==> config.mk <==
export PLATFORM = sky130hd
export DESIGN_NAME = nrisc_wishbone_arbiter
export DESIGN_NICKNAME = d
export VERILOG_FILES = /design/src/rtl/nrisc_wishbone_arbiter_pkg.sv /design/src/rtl/nrisc_rr_pick.sv /design/src/rtl/nrisc_wishbone_arbiter.sv
export SDC_FILE = /design/constraint.sdc
export NUM_CORES = 1
export LEC_CHECK = 0
export ABC_AREA = 1
export CORE_MARGIN = 2
export CORE_UTILIZATION = 46
export DETAILED_ROUTE_END_ITERATION = 7
export GPL_ROUTABILITY_DRIVEN = 1
export PLACE_DENSITY = 0.74
export SYNTH_ARGS = -nofsm -noshare
export SYNTH_HDL_FRONTEND = slang
export SYNTH_SLANG_ARGS = --single-unit
==> constraint.sdc <==
create_clock -name WSHARB_CLKIN -period 1.45 [get_ports WSHARB_CLKIN]
set_input_delay 0.435 -clock WSHARB_CLKIN [delete_from_list [all_inputs] [get_ports WSHARB_CLKIN]]
set_output_delay 0.435 -clock WSHARB_CLKIN [all_outputs]
set_load 0.03 [all_outputs]
==> src/rtl/nrisc_wishbone_arbiter_pkg.sv <==
// Shared constants and types for the NRISC-Aurora bus fabric.
// Holds bus widths, the arbiter master-count default and its FSM encoding.
package nrisc_wishbone_arbiter_pkg;

  localparam int TAM        = 32;
  localparam int N_DData    = 32;
  localparam int N_MSTR_DEF = 4;

  typedef enum logic [1:0] {
    ARB_IDLE  = 2'd0,
    ARB_OWN   = 2'd1,
    ARB_TOERR = 2'd2
  } arb_state_t;

endpackage

==> src/rtl/nrisc_rr_pick.sv <==
// Round-robin priority encoder: first set req bit after ptr, wrapping.
// Ports: req, ptr in; hot (one-hot), idx (binary), vld out. Combinational.
module nrisc_rr_pick
  import nrisc_wishbone_arbiter_pkg::*;
#(
  parameter int N  = N_MSTR_DEF,
  parameter int IW = $clog2(N)
) (
  input  logic [N-1:0]  req,
  input  logic [IW-1:0] ptr,
  output logic [N-1:0]  hot,
  output logic [IW-1:0] idx,
  output logic          vld
);

  // Walk from farthest to nearest so the nearest requester wins.
  always_comb begin
    hot = '0;
    idx = '0;
    vld = 1'b0;
    for (int i = N; i >= 1; i--) begin
      if (req[(int'(ptr) + i) % N]) begin
        idx = IW'((int'(ptr) + i) % N);
        vld = 1'b1;
      end
    end
    if (vld) hot[idx] = 1'b1;
  end

endmodule

==> src/rtl/nrisc_wishbone_arbiter.sv <==
// Round-robin Wishbone arbiter with LOCK, retry yield and timeout error.
// Ports: per-master CYC/STB/LOCK, slave ACK/ERR/RTY in; GNT, GNTIDX, STBOUT, ERROUT out.
module nrisc_wishbone_arbiter
  import nrisc_wishbone_arbiter_pkg::*;
#(
  parameter int N_MSTR  = N_MSTR_DEF,
  parameter int TIMEOUT = 255
) (
  input  logic                      WSHARB_CLKIN,
  input  logic                      WSHARB_RSTIN,
  input  logic [N_MSTR-1:0]         WSHARB_CYCIN,
  input  logic [N_MSTR-1:0]         WSHARB_STBIN,
  input  logic [N_MSTR-1:0]         WSHARB_LOCKIN,
  input  logic                      WSHARB_ACKIN,
  input  logic                      WSHARB_ERRIN,
  input  logic                      WSHARB_RETRYIN,
  output logic [N_MSTR-1:0]         WSHARB_GNT,
  output logic [$clog2(N_MSTR)-1:0] WSHARB_GNTIDX,
  output logic                      WSHARB_STBOUT,
  output logic                      WSHARB_ERROUT
);

  localparam int IW = $clog2(N_MSTR);
  localparam int CW = $clog2(TIMEOUT + 1);
  localparam logic [CW-1:0] TOV = CW'(TIMEOUT);

  arb_state_t      state;
  logic [IW-1:0]   ptr;
  logic [CW-1:0]   cnt;
  logic [CW-1:0]   cnt_nxt;
  logic [N_MSTR-1:0] pick_hot;
  logic [IW-1:0]   pick_idx;
  logic            pick_vld;
  logic            own_cyc;
  logic            own_lock;
  logic            others;
  logic            term;

  nrisc_rr_pick #(
    .N  (N_MSTR),
    .IW (IW)
  ) u_pick (
    .req (WSHARB_CYCIN),
    .ptr (ptr),
    .hot (pick_hot),
    .idx (pick_idx),
    .vld (pick_vld)
  );

  assign own_cyc  = WSHARB_CYCIN[WSHARB_GNTIDX];
  assign own_lock = WSHARB_LOCKIN[WSHARB_GNTIDX];
  assign others   = |(WSHARB_CYCIN & ~WSHARB_GNT);
  assign term     = WSHARB_ACKIN | WSHARB_ERRIN | WSHARB_RETRYIN;

  assign WSHARB_STBOUT = (state == ARB_OWN) &&
                         |(WSHARB_STBIN & WSHARB_GNT);

  // Counts unterminated strobe cycles; holds at TOV instead of wrapping.
  always_comb begin
    cnt_nxt = '0;
    if (WSHARB_STBOUT && !term)
      cnt_nxt = (cnt == TOV) ? cnt : cnt + CW'(1);
  end

  always_ff @(posedge WSHARB_CLKIN) begin
    if (WSHARB_RSTIN) begin
      state         <= ARB_IDLE;
      ptr           <= IW'(N_MSTR - 1);
      cnt           <= '0;
      WSHARB_GNT    <= '0;
      WSHARB_GNTIDX <= '0;
      WSHARB_ERROUT <= 1'b0;
    end else begin
      WSHARB_ERROUT <= 1'b0;
      unique case (state)
        ARB_IDLE: begin
          cnt <= '0;
          if (pick_vld) begin
            WSHARB_GNT    <= pick_hot;
            WSHARB_GNTIDX <= pick_idx;
            ptr           <= pick_idx;
            state         <= ARB_OWN;
          end else begin
            WSHARB_GNT <= '0;
          end
        end
        ARB_OWN: begin
          if (!own_cyc && !own_lock) begin
            WSHARB_GNT <= '0;
            cnt        <= '0;
            state      <= ARB_IDLE;
          end else if (!own_cyc) begin
            // Locked gap between cycles: keep the bus.
            cnt <= cnt_nxt;
          end else if (WSHARB_RETRYIN && !own_lock && others) begin
            WSHARB_GNT <= '0;
            cnt        <= '0;
            state      <= ARB_IDLE;
          end else if (WSHARB_RETRYIN) begin
            cnt <= '0;
          end else if (WSHARB_STBOUT && !term && cnt == TOV) begin
            WSHARB_ERROUT <= 1'b1;
            cnt           <= '0;
            state         <= ARB_TOERR;
          end else begin
            cnt <= cnt_nxt;
          end
        end
        ARB_TOERR: begin
          cnt   <= '0;
          state <= ARB_OWN;
        end
        default: begin
          WSHARB_GNT <= '0;
          cnt        <= '0;
          state      <= ARB_IDLE;
        end
      endcase
    end
  end

endmodule

==> flow_metrics.py <==
metrics = {
    "sta": {
        "clock_skew_ns": 0.00134,
        "fmax_mhz": 605,
        "setup_tns_ns": -0.893,
        "setup_viol": 15,
        "fin_crit_sh": 1.14,
        "drv_slew": 0,
        "slew_headroom": 0.739,
        "hold_viol_final": 0,
        "worst_slew_pin_slew_ns": 0.390,
        "fin_crit_ns": 1.65,
        "rsz0062_at_grt": "yes",
        "layout_setup_ws_ns": -0.202,
    },
    "logic_synthesis": {
        "synth_area_leaders": "dfxtp_1 30%, nand2_1 19%, inv_1 6.6%, nand3_1 6.4%, nor2_1 6.3%",
        "ys_dominant_reg_cell": "dfxtp_1",
        "synth-edff-count": 0,
        "syn-num-nets": 215,
        "synthArstFlopShare": 0,
        "synth.distinct_cells": 23,
        "yosysWarnings": 0,
        "avgSynthCellArea_um2": 6.34,
        "ys_seq_elements": 19,
        "ys_seq_area_frac": 0.304,
        "synth_top_area_frac": 0.304,
        "synth_top_area_cell": "dfxtp_1",
        "mappedNetlistArea_um2": 1250,
        "netlist_instances": 197,
    },
    "drt": {
        "postRouteWirelength_um": 4570,
        "drc": 0,
        "dr.pass1.iters": 4,
        "drt_iter0_markers": 118,
        "vias": 1528,
        "detail_route.wl_per_cell_um": 16.1,
        "ant_nets": 0,
        "vias_per_cell": 5.40,
    },
    "final_layout": {
        "final_cell_mix": "36 x nand2_1, 31 x buf_4, 20 x nand2_2, 20 x nand2_4, 15 x nor2_1",
        "final_common_cell": "nand2_1",
        "seqCellArea_um2": 413,
        "drive_above_1_share": 0.545,
        "areaGrowthSynthToFinish_pct": 72.4,
        "multiInputGateArea_um2": 1110,
        "nNetsFinal": 272,
        "nFillCells": 140,
        "final_area_um2": 2150,
        "diodes": 0,
        "stdcell_count": 283,
    },
    "run_status": {
        "status": "finished with violations",
        "violations": "setup timing",
    },
    "floorplan": {
        "initial_core_util": 0.496,
        "core_area_um2": 2520,
        "num_rows": 18,
        "fp.dieH_um": 56.1,
        "ios": 25,
        "die-area_um2": 3150,
        "die_w_um": 56.1,
    },
    "clock_tree": {
        "cts_inserted_buffers": 3,
        "cts_tree": "yes",
        "clkTransAtPathRegs_ns": 0.12,
        "htreeDepth": 1,
        "clk_path_buf_depth": 2,
        "cts_root_buf": "clkbuf_4",
        "insertion_delay_ns": 0.31,
        "holdBufCountCts": 0,
        "cts_sinks": 19,
    },
    "setup_path": {
        "endpoint_kind": "output port",
        "worstPathMaxFanout": 3,
        "path_class": "flip-flop to output port",
        "critPathMaxStageDelay_ns": 0.35,
        "startpoint_type": "flip-flop",
        "cp_slowest_cell": "dfxtp_2",
        "cp_data_required_time_ns": 1.02,
        "cp.arrival_ns": 1.22,
        "crit_top_cell": "inv_2",
        "crit_chain": "inv_2 > nor2_4 > inv_2 > a31oi_4 > buf_6",
    },
    "pwr": {
        "ir_drop_mv": 1.96,
        "p_leak_uw": 0.000960,
        "design_power_total_uw": 3660,
        "power_density_nw_per_um2": 1700,
    },
    "place": {
        "dp_cells": 272,
        "port_buffers": 24,
        "dp_hpwl_um": 2810,
        "gp_congestion": 0.833,
        "placed_cell_area_um2": 1730,
    },
    "global_routing": {
        "grt_max_degree": 12,
        "first_global_vias": 1374,
        "grt_pass1_wl_um": 5870,
        "grt_overflow": 0,
        "antenna_found_initial": 0,
        "track_usage": 0.237,
    },
    "worst_hold_path": {
        "holdCritPathClass": "flip-flop to flip-flop",
    },
    "run": {
        "maxCapViolCount": 0,
    },
}
-- cells by family after synthesis --
family | synth area share
AO/OA/AOI/OAI | 0.133
flip-flops | 0.304
XOR/XNOR | 0.0140
AND/OR/NAND/NOR | 0.454
adder cells (fa/ha/maj) | 0.0100
buffers and inverters | 0.0841
-- worst max-delay path: cells and delay by family, from the launching register on --
kind,cells,cell delay [ns]
buffers and inverters,3,0.28
AOI/OAI and AO/OA,1,0.17
and+or+nand+nor,1,0.12
DFF,1,0.35
-- final timing paths --
path | start | end | slack, ns | cells past startpoint
worst min-delay path | WSHARB_GNT[1] | WSHARB_GNT[1] | 0.51 | 2
worst min register to register | WSHARB_GNT[1] | WSHARB_GNT[1] | 0.51 | 2
worst max-delay path | state[0] | WSHARB_STBOUT | -0.20 | 5
worst max register to register | WSHARB_GNTIDX[0] | cnt[2] | -0.06 | 10
-- registers in the layout, summed over array words and instances, names as in the netlist --
register,flops
WSHARB_ERROUT,1
WSHARB_GNT,4
WSHARB_GNTIDX,2
cnt,8
ptr,2
state,2
-- where the power goes --
group          total (uW)  leakage (uW)  switching, uW  internal, uW
combinational        2530      0.000781           1550           980
sequential            848      0.000161            189           659
clock                 287     0.0000177            184           103
total                3660      0.000960           1920          1740
-- cell usage after synthesis (all sizes together), types with 2 or more instances --
cell type / number
nand2: 76
inv: 27
nor2: 24
dfxtp: 19
nand3: 19
a21oi: 10
o21ai: 7
nor3: 3
a21boi: 2
nand4: 2
o211ai: 2
xor2: 2
-- timing repair --
| action | CTS | global route |
|---|---|---|
| pin swaps | 15 | 29 |
| endpoints found under the setup margin | 21 | 21 |
| buffers inserted | 3 | 5 |
| hold endpoints to repair | 0 | 0 |
| resized for setup | 35 | 82 |
-- layout make-up --
type                            instances  share of cell area
Multi-Input combinational cell        150               0.517
Timing Repair Buffer                   53               0.204
Sequential cell                        19               0.192
Inverter                               27              0.0563
Tap cell                               30              0.0174
Clock buffer                            3              0.0105
Clock inverter                          1             0.00232
-- per-stage QoR --
stage | setup slack, ns | hold slack, ns | utilization
global route | -0.239 | 0.524 | 0.854
global placement | -0.478 | 0.484 | 0.685
finish | -0.202 | 0.509 | 0.854
detailed placement | -0.545 | 0.487 | 0.685
floorplan | -0.000172 | 0.492 | -
CTS | -0.244 | 0.510 | 0.722
-- per-layer routing --
layer,GRT usage,vias to the layer above,wire length (um)
li1,-,740,-
met1,0.262,714,1760
met2,0.440,54,2360
met3,0.0465,20,256
met4,0.0850,0,191
met5,0,-,0
Note: power is estimated with default switching activity, not from simulation.
